**src/rtl/instr_sequencer.sv**
```systemverilog
// Instruction sequencer: issues a small program buffer to a CPU one word at
// a time, handshaking on the CPU wait flag with a per-instruction watchdog.
module instr_sequencer #(
    parameter int TIMEOUT_CYC = 64
) (
    input  logic        clk,
    input  logic        reset,
    input  logic        wr_en,
    input  logic [2:0]  wr_addr,
    input  logic [15:0] wr_data,
    input  logic [3:0]  prog_len,
    input  logic        go,
    input  logic        cpu_w,
    output logic [15:0] cpu_in,
    output logic        cpu_load,
    output logic        cpu_s,
    output logic        busy,
    output logic        done,
    output logic        timeout,
    output logic [2:0]  pc,
    output logic [3:0]  issued
);

    localparam int WW = $clog2(TIMEOUT_CYC + 1);
    localparam logic [WW-1:0] WD_LIM = WW'(TIMEOUT_CYC - 1);

    typedef enum logic [2:0] {
        IDLE, LOAD, START, WBUSY, WDONE, FIN
    } state_t;

    state_t         state, state_nx;
    logic [15:0]    mem [8];
    logic [3:0]     len, len_nx;
    logic [2:0]     pc_nx;
    logic [3:0]     issued_nx;
    logic [WW-1:0]  wdog, wdog_nx;
    logic           timeout_nx;
    logic [15:0]    cpu_in_nx;
    logic           wd_hit;
    logic           last;

    assign wd_hit = (wdog == WD_LIM);
    assign last   = ({1'b0, pc} == len - 4'd1);

    always_comb begin
        state_nx   = state;
        len_nx     = len;
        pc_nx      = pc;
        issued_nx  = issued;
        wdog_nx    = wdog;
        timeout_nx = timeout;
        unique case (state)
            IDLE: begin
                if (go && prog_len == 4'd0) begin
                    state_nx   = FIN;
                    pc_nx      = 3'd0;
                    issued_nx  = 4'd0;
                    timeout_nx = 1'b0;
                end else if (go && cpu_w) begin
                    state_nx   = LOAD;
                    len_nx     = (prog_len > 4'd8) ? 4'd8 : prog_len;
                    pc_nx      = 3'd0;
                    issued_nx  = 4'd0;
                    timeout_nx = 1'b0;
                end
            end
            LOAD: begin
                state_nx = START;
                wdog_nx  = '0;
            end
            START: state_nx = WBUSY;
            WBUSY: begin
                if (wd_hit) begin
                    state_nx   = IDLE;
                    timeout_nx = 1'b1;
                end else begin
                    wdog_nx = wdog + 1'b1;
                    if (!cpu_w) state_nx = WDONE;
                end
            end
            WDONE: begin
                if (wd_hit) begin
                    state_nx   = IDLE;
                    timeout_nx = 1'b1;
                end else begin
                    wdog_nx = wdog + 1'b1;
                    if (cpu_w) begin
                        issued_nx = (issued == 4'd8) ? issued : issued + 4'd1;
                        if (last) begin
                            state_nx = FIN;
                        end else begin
                            pc_nx    = pc + 3'd1;
                            state_nx = LOAD;
                        end
                    end
                end
            end
            FIN: state_nx = IDLE;
            default: state_nx = IDLE;
        endcase
    end

    // The word for the next LOAD is fetched here so cpu_in is a flop output.
    always_comb begin
        cpu_in_nx = cpu_in;
        if (state_nx == LOAD) cpu_in_nx = mem[pc_nx];
    end

    always_ff @(posedge clk) begin
        if (reset) begin
            state    <= IDLE;
            len      <= 4'd0;
            pc       <= 3'd0;
            issued   <= 4'd0;
            wdog     <= '0;
            timeout  <= 1'b0;
            cpu_in   <= 16'd0;
            cpu_load <= 1'b0;
            cpu_s    <= 1'b0;
            busy     <= 1'b0;
            done     <= 1'b0;
        end else begin
            state    <= state_nx;
            len      <= len_nx;
            pc       <= pc_nx;
            issued   <= issued_nx;
            wdog     <= wdog_nx;
            timeout  <= timeout_nx;
            cpu_in   <= cpu_in_nx;
            cpu_load <= (state_nx == LOAD);
            cpu_s    <= (state_nx == START);
            busy     <= (state_nx != IDLE);
            done     <= (state_nx == FIN);
        end
    end

    always_ff @(posedge clk) begin
        if (reset) begin
            for (int i = 0; i < 8; i++) mem[i] <= 16'd0;
        end else if (wr_en && !busy) begin
            mem[wr_addr] <= wr_data;
        end
    end

endmodule
```
**config.mk**
```make
export PLATFORM = sky130hd
export DESIGN_NAME = instr_sequencer
export DESIGN_NICKNAME = d
export VERILOG_FILES = /design/src/rtl/instr_sequencer.sv
export SDC_FILE = /design/constraint.sdc
export NUM_CORES = 1
export LEC_CHECK = 0
export ABC_AREA = 1
export CAP_MARGIN = 10
export CORE_MARGIN = 4
export CORE_UTILIZATION = 64
export DETAILED_ROUTE_END_ITERATION = 7
export GPL_TIMING_DRIVEN = 0
export PLACE_DENSITY = 0.9
export SETUP_SLACK_MARGIN = 0.02
export SLEW_MARGIN = 20
export SYNTH_ARGS = -nofsm -noshare
export SYNTH_HDL_FRONTEND = slang
export SYNTH_SLANG_ARGS = --single-unit
```
**constraint.sdc**
```tcl
create_clock -name clk -period 3.6 [get_ports clk]
set_input_delay 0.36 -clock clk [delete_from_list [all_inputs] [get_ports clk]]
set_output_delay 0.36 -clock clk [all_outputs]
set_load 0.02 [all_outputs]
```
==> results summary, run 1 <==
The footprint of the flip-flops and latches is 0.00468 mm^2. Per report_power, the combinational group accounts for 11.3% of the total. The number of global-route vias before repair is 6486. The static leakage power came out at 0.00416 uW.

The number of post-CTS setup repair buffers is 0. The post-detailed-route DRC marker count is 0. The die span in y came out at 120 um. IR analysis of the VDD net gives a maximum drop of 0.402 mV. The worst pin sits at a relative slew slack of 50.6%.

The required time of the critical path came out at 3.62 ns. The total of cells resized after clock tree synthesis is 0. During synthesis, Yosys emitted a total of 0 warnings. Including well taps, the total number of placed cells is 1159. The post-layout net count came out at 1043.

In this run the worst hold path is classified as in2reg. Buffers inserted during clock tree synthesis total 17. The number of nets still failing antenna checks after routing is 0. The final wirelength came out at 21500 um. The worst register-to-register path begins at len[0]$_SDFFE_PP0P_. The number of input and output port buffers inserted came out at 54. The die covers 0.0145 mm^2. Setup repair after global routing left no endpoint under its margin. The flow ran to the end, and the final reports show no timing, DRC or antenna violations.

The number of vias in the routed layout came out at 6857. The number of DRC markers after the initial detailed-route iteration came out at 1183. For this run, the total global-route usage over all layers was measured as 30.6%.

The post-synth net total came out at 970. The share of the yosys chip area belonging to registers came out at 57.9%. The area used by multi-input combinational logic came out at 0.00258 mm^2.

The internal power came out at 3630 uW. The depth of the CTS H-tree is 4. For this design the total switching power over the nets is 1160 uW. The post-route netlist has 8.41% of its cells at a drive strength greater than 1. Data arrives at the worst endpoint at 2.75 ns. The TritonCTS sink count is 170. The detail-routed net length per standard cell came out at 18.0 um. The largest buffer count on any clock path is 2.

The worst path in the final design needs a cycle of 2.73 ns, including I/O delays and setup. The clock transition at the registers of the reported paths came out at 0.06 ns. The number of diodes added for antenna fixing is 0. The number of distinct library cell variants in the gate-level netlist after synthesis came out at 32.

The fraction of power consumed by the clock network is 41.3%. The wire length of the first global-routing pass came out at 33400 um. The clock root buffer is clkbuf_16. TritonCTS built the clock tree. STA classifies the critical path endpoint as a flop. In this run the worst path has a maximum fanout of 16.

The worst setup path is of the in2reg kind. The effective utilization at floorplan came out at 66.2%. The tool flagged a number of max-cap violations equal to 0. The die is 120 um wide. The overall overflow remaining after global route came out at 0.

The maximum frequency from static timing analysis came out at 366 MHz. The number of endpoints with negative hold slack in the final report is 0. The sequential share of power is 47.3%. The worst setup path is launched from an input port. The final setup TNS is 0 ns. The clock insertion delay at the later pin of the skew report came out at 0.44 ns. Synthesis inferred 170 register bits. Entering global routing, the biggest net connects 17 pins. The top-level I/O count is 56. The area added between synthesis and finish came out at 17.1%. The number of standard cells in the final layout excluding fillers came out at 1191. The synthesized area per cell is 8.63 um^2. The layout has 807 filler cells. The number of vias per cell came out at 5.76. The half-perimeter wire length after detailed placement is 14000 um.

The post-synthesis async set-or-reset flop share is 0%. The standard-cell row count came out at 40. The placeable core region is 0.0122 mm^2. The power per unit of standard cell area came out at 506 mW/mm^2. The fraction of the cycle the final worst path needs came out at 75.8%. The cell area that synthesis handed to floorplanning was 0.00809 mm^2. The hold buffer count at CTS is 0. The actual transition at the worst max-transition pin is 0.740 ns. Net switching is 24.2% of the power.

The most instantiated flip-flop cell in the synthesis netlist is edfxtp_1. After technology mapping, the gate count stands at 937. The number of antenna violations at the first check in global routing came to 0.

In this run the most critical hold path is launched from reset. The number of flops mapped to enable cells by yosys came out at 128. The origin of the worst setup path is reset.

The max-slew violation count came out at 0. The clock tree skew after final layout came out at 0.00742 ns. The final estimated routing congestion in global placement came out at 0.959.

The first-pass iteration count of the detailed router is 6. Setup violations remaining at the end of the flow were counted as 0.
## Yosys cell counts (4+ instances only)
cell	number	area share [%]
a211oi_1	4	0.37
a21oi_1	26	1.6
buf_2	21	1.3
buf_4	5	0.46
buf_6	5	0.70
clkbuf_1	13	0.60
dfxtp_1	42	10
edfxtp_1	128	48
ha_1	5	0.77
inv_1	140	6.5
inv_2	12	0.56
nand2_1	162	7.5
nand2_2	5	0.39
nand3_1	156	9.7
nand3b_1	4	0.37
nand4_1	4	0.31
nor2_1	157	7.3
nor3_1	6	0.37
o21ai_0	5	0.31
o21ai_1	17	1.1
## power by group through the flow
stage          combinational, uW  sequential, uW  clock (uW)
2_1_floorplan                269            2340           0
3_3_place_gp                 508            2300           0
3_5_place_dp                 525            2310           0
4_1_cts                      535            2270        1970
5_1_grt                      586            2280        2060
6_report                     543            2270        1980
## path summary, 6_finish.rpt
| path | end | slack, ns | depth (start not counted) |
|---|---|---|---|
| hold reg to reg | wdog[6]$_SDFFE_PP0P_ | 0.46 | 2 |
| setup / recovery | mem[1][13]$_SDFFCE_PN0P_ | 0.87 | 7 |
| setup reg to reg | cpu_in[14]$_SDFFE_PP0P_ | 0.97 | 16 |
| hold / removal | len[2]$_SDFFE_PP0P_ | 0.30 | 2 |
## area by class of cell
| type | instances | area share, % |
|---|---|---|
| flip-flops and latches | 170 | 49.5 |
| plain buffers | 44 | 2.62 |
| inverters | 153 | 6.07 |
| well taps | 168 | 2.22 |
| multi-input cells | 570 | 27.2 |
| clock buffers | 20 | 4.61 |
| clock inverters | 12 | 2.06 |
| repair buffers | 54 | 5.71 |
## critical path: stages
cell      delay (ns)
clkbuf_1        0.25
clkinv_1        0.31
nand3b_1        0.30
nor2_1          0.15
nand2_1         0.29
clkbuf_1        0.48
nand2_1         0.59
## registers in the layout, summed over array words and instances, names as in the netlist
| signal | count |
|---|---|
| cpu_load | 1 |
| cpu_in | 16 |
| wdog | 7 |
| mem | 128 |
| busy | 1 |
| state | 3 |
| done | 1 |
| timeout | 1 |
| cpu_s | 1 |
| pc | 3 |
| issued | 4 |
| len | 4 |
## cells by family (layout without fill, tap and decap cells)
kind of cell	after synthesis	count (layout)	synth area share, %
adders and majority gates	5	5	0.774
AOI/OAI and AO/OA	58	58	3.95
and+or+nand+nor	506	506	27.1
xor gates and xnor gates	1	1	0.108
DFF	170	170	57.9
buffers and inverters	197	283	10.2
## stage by stage
step | utilization, % | power, uW | instance area, um^2 | hold slack, ns | setup slack, ns
after global routing | 77.5 | 4920 | 9470 | 0.334 | 0.724
after detailed placement | 72.4 | 2830 | 8840 | 0.449 | 0.580
after global placement | 72.4 | 2810 | 8840 | 0.444 | 0.635
final | 77.5 | 4790 | 9470 | 0.304 | 0.871
after floorplan | - | 2610 | 8090 | 0.432 | 1.44
after CTS | 77.5 | 4770 | 9470 | 0.294 | 0.991
## metal layers
metal	routed length [um]	up-vias	GRT usage (%)
li1	-	3170	-
met1	8030	3133	39.5
met2	9900	472	48.7
met3	2560	82	6.83
met4	994	0	15.7
met5	0	-	0
## placed cells by master (no fill, tap or decap), types with 3 or more instances in the layout
master,Yosys,final
nand3b_1,4,4
buf_6,5,5
bufinv_16,0,5
nor2_1,157,157
clkinvlp_4,0,3
a21oi_1,26,26
nand4_1,4,4
o21ai_1,17,17
dfxtp_1,42,42
nand2_1,162,162
inv_2,12,12
a31oi_1,3,3
nand2_2,5,5
a211oi_1,4,4
clkbuf_1,13,16
clkdlybuf4s50_1,0,54
inv_1,140,140
buf_2,21,21
buf_4,5,5
edfxtp_1,128,128
nor3_1,6,6
clkbuf_16,0,17
nand3_1,156,156
ha_1,5,5
o21ai_0,5,5
No activity file was read; power rests on OpenSTA's default activity.
==> run 2, diff against run 1 <==
--- a/config.mk
+++ b/config.mk
@@ -8,10 +8,10 @@
 export ABC_AREA = 1
 export CAP_MARGIN = 10
 export CORE_MARGIN = 4
-export CORE_UTILIZATION = 64
+export CORE_UTILIZATION = 53
 export DETAILED_ROUTE_END_ITERATION = 7
 export GPL_TIMING_DRIVEN = 0
-export PLACE_DENSITY = 0.9
+export PLACE_DENSITY = 0.8
 export SETUP_SLACK_MARGIN = 0.02
 export SLEW_MARGIN = 20
 export SYNTH_ARGS = -nofsm -noshare
==> constraint.sdc (replaced) <==
create_clock -name clk -period 2.3 [get_ports clk]
set_input_delay 0.23 -clock clk [delete_from_list [all_inputs] [get_ports clk]]
set_output_delay 0.23 -clock clk [all_outputs]
set_load 0.02 [all_outputs]
==> run 2 against run 1 <==
  * The flow now finishes with violations (negative setup slack)
  * Register-to-register slack got worse by 0.98 ns
  * First-iteration DRC count fell by 22%
  * Combinational power grew 73%
  * Clock-buffer cell count up 4
  * Sequential share of layout area decreased by 4.0 points
  * Worst setup slack got worse by 0.88 ns
  * Hold slack got worse by 0.062 ns
  * Critical endpoint is now mem[4][10]$_SDFFCE_PN0P_
==> results summary, run 2 (synthesis results as in run 1) <==
The maximum single-stage delay on the critical path is 0.39 ns. The power per unit of standard cell area is 713 mW/mm^2. STA puts the critical path data required time at 2.38 ns. Clock latency on the worst-skew pair, taken at its later pin, is 0.45 ns. Entering global routing, the biggest net connects 17 pins. The cell with the largest stage delay on the worst path is nand2_2. The number of DRC markers after the initial detailed-route iteration came out at 921. The run finished, with violations left. The depth of the CTS H-tree came out at 4. The number of input and output port buffers inserted is 54. Pin placement for this block handled 56 I/O pins.

The launching element type of the critical path is a flop. The actual transition at the worst max-transition pin is 1.13 ns. The half-perimeter wire length after detailed placement came out at 14200 um. The relative max-transition margin came out at 24.4%.

The number of cells traversed by the worst register-to-register path came out at 5. The final setup violation count came out at 15. The number of vias in the routed layout came out at 6982. The checks that failed: negative setup slack. The largest fanout on the critical path is 16. The hold buffer count at CTS is 0. The clock transition at the registers of the reported paths is 0.06 ns.

The placeable core region is 0.0148 mm^2. In the final layout, the registers with the most flip-flops are mem (128), cpu_in (16), wdog (7). Between clock sinks in the finished design, the worst skew comes to 0.00935 ns. The number of antenna violations at the first check in global routing was 0. Counting instances, the worst hold path has a depth of 2. The fraction of the cycle the final worst path needs is 101%.

The die boundary width came out at 132 um. The worst-case setup margin in the final layout came out at -0.0129 ns. The proportion of layout cells with a drive suffix above 1 came out at 19.8%. The die footprint came out at 0.0173 mm^2. The peak supply drop is 0.548 mV. Setup repair after global routing could not meet its margin everywhere. The TritonCTS clock tree is built. Ranked by flip-flop count, first place goes to mem. The number of endpoints with negative hold slack in the final report is 0. The effective utilization at floorplan is 54.8%.

The logic depth of the worst setup path including buffers is 5. The number of flip-flops in the largest register came out at 128. The post-layout net count is 1060. The number of buffer and inverter stages on the critical path came out at 1. The library cells used most frequently in the layout, excluding fill and tap cells, are 156 x nor2_1, 139 x inv_1, 130 x nand2_1. The static leakage power is 0.00445 uW. The number of vias per cell came out at 5.70. STA classifies the critical path endpoint as a flop. After floorplanning, the core was divided into 44 placement rows. The first-pass iteration count of the detailed router came out at 7. The number of nets still failing antenna checks after routing is 0. The overall overflow remaining after global route came out at 0. The arrival time at the worst endpoint came out at 2.40 ns.

The first global-routing pass estimated 33200 um of wire. In this run, CTS created clock tree buffers numbering 17. The critical path is of the reg2reg type. The family with the most delay on the worst path is simple AND/OR/NAND/NOR gates. The final setup TNS came out at -0.0901 ns.

The number of global-route vias before repair is 6302. The worst hold path belongs to the class in2reg. The clock root buffer is clkbuf_16. The post-detailed-route DRC marker count is 0. Global routing consumed, over all layers together, 24.7% of the routing resources.

The worst hold-check slack came out at 0.241 ns. Static timing analysis puts the maximum clock frequency at 432 MHz. The detail-routed net length per standard cell came out at 18.8 um. The TritonCTS sink count is 170. The final wirelength is 23100 um. The largest buffer count on any clock path came out at 2. The die span in y came out at 132 um. After layout, the minimum clock period comes to 2.31 ns.

Max-cap violations in this run came to 0. The most common library cell in the layout ignoring fill and taps is nor2_1. The critical path goes through nand3b_1 > nor2_1 > nand2_1 > clkbuf_2 > nand2_2. The max-slew violation count is 0.

The area added between synthesis and finish came out at 27.7%. At the end of routability-driven placement, the weighted congestion stood at 0.879. The number of antenna diodes in the final layout is 0.
[run 2: final timing paths]
kind,startpoint,to,slack [ns]
worst min register to register,wdog[6]$_SDFFE_PP0P_,wdog[6]$_SDFFE_PP0P_,0.46
worst max register to register,busy$_SDFF_PP0_,mem[4][10]$_SDFFCE_PN0P_,-0.01
worst min-delay path,reset,len[1]$_SDFFE_PP0P_,0.24
worst max-delay path,busy$_SDFF_PP0_,mem[4][10]$_SDFFCE_PN0P_,-0.01
[run 2: worst reg2reg max path: stages (launching register included)]
cell and delay [ns]:
dfxtp_1 0.31, nand3b_1 0.31, nor2_1 0.37, nand2_1 0.29, clkbuf_2 0.29, nand2_2 0.39
[run 2: area by class of cell]
| cell class | count | area, um^2 |
|---|---|---|
| Sequential cell | 170 | 4690 |
| Clock inverter | 8 | 53.8 |
| Tap cell | 184 | 230 |
| Buffer | 44 | 442 |
| Inverter | 153 | 587 |
| Multi-Input combinational cell | 570 | 3030 |
| Timing Repair Buffer | 71 | 754 |
| Clock buffer | 24 | 534 |
| Fill cell | 1030 | 4430 |
[run 2: report_power, final]
| part | switching (uW) | internal (uW) |
|---|---|---|
| Sequential | 84.6 | 3470 |
| Combinational | 587 | 355 |
| Clock | 1230 | 1630 |
[run 2: through the flow]
stage / util [%] / total power, uW / cells / cell area [um^2] / setup WS [ns]
finish: 70.0 / 7360 / 1224 / 10300 / -0.0129
global route: 70.0 / 7550 / 1224 / 10300 / -0.111
CTS: 66.1 / 7230 / 1213 / 9750 / 0.0229
detailed placement: 60.0 / 4430 / 1175 / 8860 / -0.818
global placement: 60.0 / 4400 / 1175 / 8860 / -0.719
floorplan: - / 4090 / 937 / 8090 / 0.270
[run 2: per-layer routing]
| metal | vias up | wire (um) | GRT usage, % |
|---|---|---|---|
| li1 | 3210 | - | - |
| met1 | 3243 | 8540 | 30.3 |
| met2 | 443 | 11400 | 42.0 |
| met3 | 86 | 2270 | 6.65 |
| met4 | 0 | 840 | 9.39 |
| met5 | - | 0 | 0 |
[run 2: repair_timing]
action	4_1_cts	5_1_grt
gates resized for setup	66	128
cloned	3	2
pin swaps	7	23
hold endpoints to repair	0	0
buffers inserted	3	9
setup endpoints to repair	144	144
==> run 3, diff against run 2 <==
--- a/config.mk
+++ b/config.mk
@@ -17,3 +17,4 @@
 export SYNTH_ARGS = -nofsm -noshare
 export SYNTH_HDL_FRONTEND = slang
 export SYNTH_SLANG_ARGS = --single-unit
+export TNS_END_PERCENT = 10
==> run 3 against run 2 <==
  * The run ends with design-rule violations, negative setup slack left
  * Maximum frequency fell by 5.2%
  * First-iteration DRC count fell by 2.4%
  * Non-clock buffer count rose by 4
  * Sequential share of layout area fell by 1.4 points
  * Via count rose by 4.2%
  * Clock power barely moved
==> results summary, run 3 (synthesis results as in run 1) <==
The die footprint came out at 0.0173 mm^2. The die boundary width came out at 132 um. The switching part of the total power came out at 26.4%. The clock transition at the registers of the reported paths is 0.07 ns. The detail route stage leaves a number of antenna-violating nets equal to 0. After detailed routing, the number of vias per cell comes to 5.92. The proportion of layout cells with a drive suffix above 1 is 23.7%. The largest buffer count on any clock path is 2. Global routing used 24.3% of the available tracks. The post-layout net count came out at 1064.

Including well taps, the total number of placed cells is 1175. The power per unit of standard cell area is 699 mW/mm^2. The relative max-transition margin is 41.7%.

The top cell types in the final layout, fill and taps aside, are 155 x nor2_1, 139 x inv_1, 128 x edfxtp_1. The power share of the combinational group came out at 13.4%. The flow ran to the end, but the final reports show violations. The busiest layer in global routing is met2.

The arrival time at the worst endpoint came out at 2.52 ns. The max-slew violation count is 0. The final setup violation count came out at 49. The finished layout cell area came out at 0.0106 mm^2. In the final layout, the registers with the most flip-flops are mem (128), cpu_in (16), wdog (7). The top-level I/O count came out at 56. The number of endpoints with negative hold slack in the final report was 0. The clock insertion delay at the later pin of the skew report is 0.44 ns.

The internal power came out at 5470 uW. For this design the total switching power over the nets is 1960 uW. The number of standard cells in the final layout excluding fillers is 1228.

Global routing consumed, on the met1 layer, 30.4% of the routing resources. The peak supply drop came out at 0.739 mV. The placeable core region is 0.0148 mm^2. The fraction of the cycle the final worst path needs came out at 106%. The standard-cell row count is 44. The worst hold-check slack is 0.226 ns.

Setup repair after global routing could not meet its margin everywhere. The routing usage on met3 came out at 5.73%. The tree is rooted in a clkbuf_16. The worst-case setup slack after placement came out at -0.818 ns. The static leakage power came out at 0.00454 uW. The sequential share of power is 47.8%. Of the total power, the clock network draws 38.8%.

The number of input and output port buffers inserted is 54. The number of vias in the routed layout came out at 7275. The clock tree skew after final layout is 0.00813 ns. The depth of the CTS H-tree is 4. The actual transition at the worst max-transition pin is 0.875 ns. The number of antenna violations at the first check in global routing came out at 0.

The first detailed-routing pass took 8 iterations. The number of diodes added for antenna fixing came out at 0. The number of DRC markers after the initial detailed-route iteration is 899. The clock period minus worst slack came out at 2.44 ns. The detail-routed net length per standard cell came out at 20.4 um.

The maximum frequency from static timing analysis came out at 410 MHz. The required time of the critical path came out at 2.38 ns. The number of global-route vias before repair came out at 6223.

Setup slack on the worst reg-to-reg path comes out at -0.14 ns. The final reports fail on design-rule violations, negative setup slack. For this configuration, the core starts out at a cell density of 54.8%. Clock tree synthesis inserted a total of 17 buffers. Measured along the y axis, the die boundary spans 132 um. The maximum number of pins on one net before global-route repair is 17. The tool flagged a number of max-cap violations equal to 0.

The worst setup path is launched from a flop. The TritonCTS sink count is 170. Compared with the post-synthesis result, the final layout area differs by 31.7%. The worst-case setup margin in the final layout came out at -0.139 ns.

Adding up every negative setup slack in the final design gives -5.20 ns. The number of flip-flops in the largest register came out at 128. Global routing consumed, on the met2 layer, 41.1% of the routing resources. The worst setup path is captured at a flop. The library cell used most frequently in the layout, excluding fill and tap cells, is nor2_1. In this run the worst hold path is classified as in2reg. Wires add up to 25100 um.

The overall overflow remaining after global route came out at 0. The most flop-heavy register is mem. TritonCTS built the clock tree. Of all nets on the critical path, the largest fanout is 16. The half-perimeter wire length after detailed placement is 14200 um. By startpoint and endpoint, the worst setup path is classified as reg2reg.

The final estimated routing congestion in global placement came out at 0.879. For this run, design rule violations remaining after detail routing come to 1. The standard cell area after detailed placement came out at 0.00886 mm^2. The first global-routing pass estimated 32700 um of wire.
==> run 3: worst paths after layout <==
kind                              end            startpoint  depth (start not counted)
max reg2reg  mem[0][14]$_SDFFCE_PN0P_       busy$_SDFF_PP0_                          5
min               len[1]$_SDFFE_PP0P_                 reset                          2
max          mem[0][14]$_SDFFCE_PN0P_       busy$_SDFF_PP0_                          5
min reg2reg      wdog[6]$_SDFFE_PP0P_  wdog[6]$_SDFFE_PP0P_                          2
==> run 3: area by class of cell <==
cell class / count / area (um^2)
buffer: 44 / 457
clock buffer: 24 / 534
clock inverter: 8 / 53.8
fill: 959 / 4110
inverter: 153 / 584
multi-input combinational: 570 / 3220
sequential: 170 / 4690
tap: 184 / 230
timing repair buffer: 75 / 876
==> run 3: metal layers <==
metal	share of wire, %	wire length [um]
met1	35	8690
met2	50	12500
met3	11	2720
met4	4.8	1200
met5	0	0
==> run 3: critical path, stage by stage (launching register included) <==
cell      delay [ns]
dfxtp_1         0.32
nand3b_1        0.31
nor2_1          0.36
nand2_1         0.34
clkbuf_2        0.32
nand2_2         0.42
==> run 3: power by group through the flow <==
| stage | clock network, uW | logic, uW | registers [uW] |
|---|---|---|---|
| final | 2880 | 996 | 3560 |
| after global routing | 3000 | 1070 | 3570 |
| after CTS | 2830 | 835 | 3550 |
| after detailed placement | 0 | 811 | 3610 |
| after global placement | 0 | 793 | 3610 |
| after floorplan | 0 | 422 | 3670 |
==> run 3: timing repair <==
| item | CTS | global route |
|---|---|---|
| setup buffers | 0 | 11 |
| gates cloned | 0 | 10 |
| gates resized for setup | 53 | 185 |
| hold buffers | 0 | 0 |
| endpoints found under the setup margin | 144 | 144 |
| pin swaps | 2 | 52 |
==> run 3: stage by stage <==
step                      total power (uW)  util (%)
after floorplan                       4090         -
after global placement                4400      60.0
after detailed placement              4430      60.0
after CTS                             7210      65.1
after global routing                  7640      72.2
final                                 7440      72.2
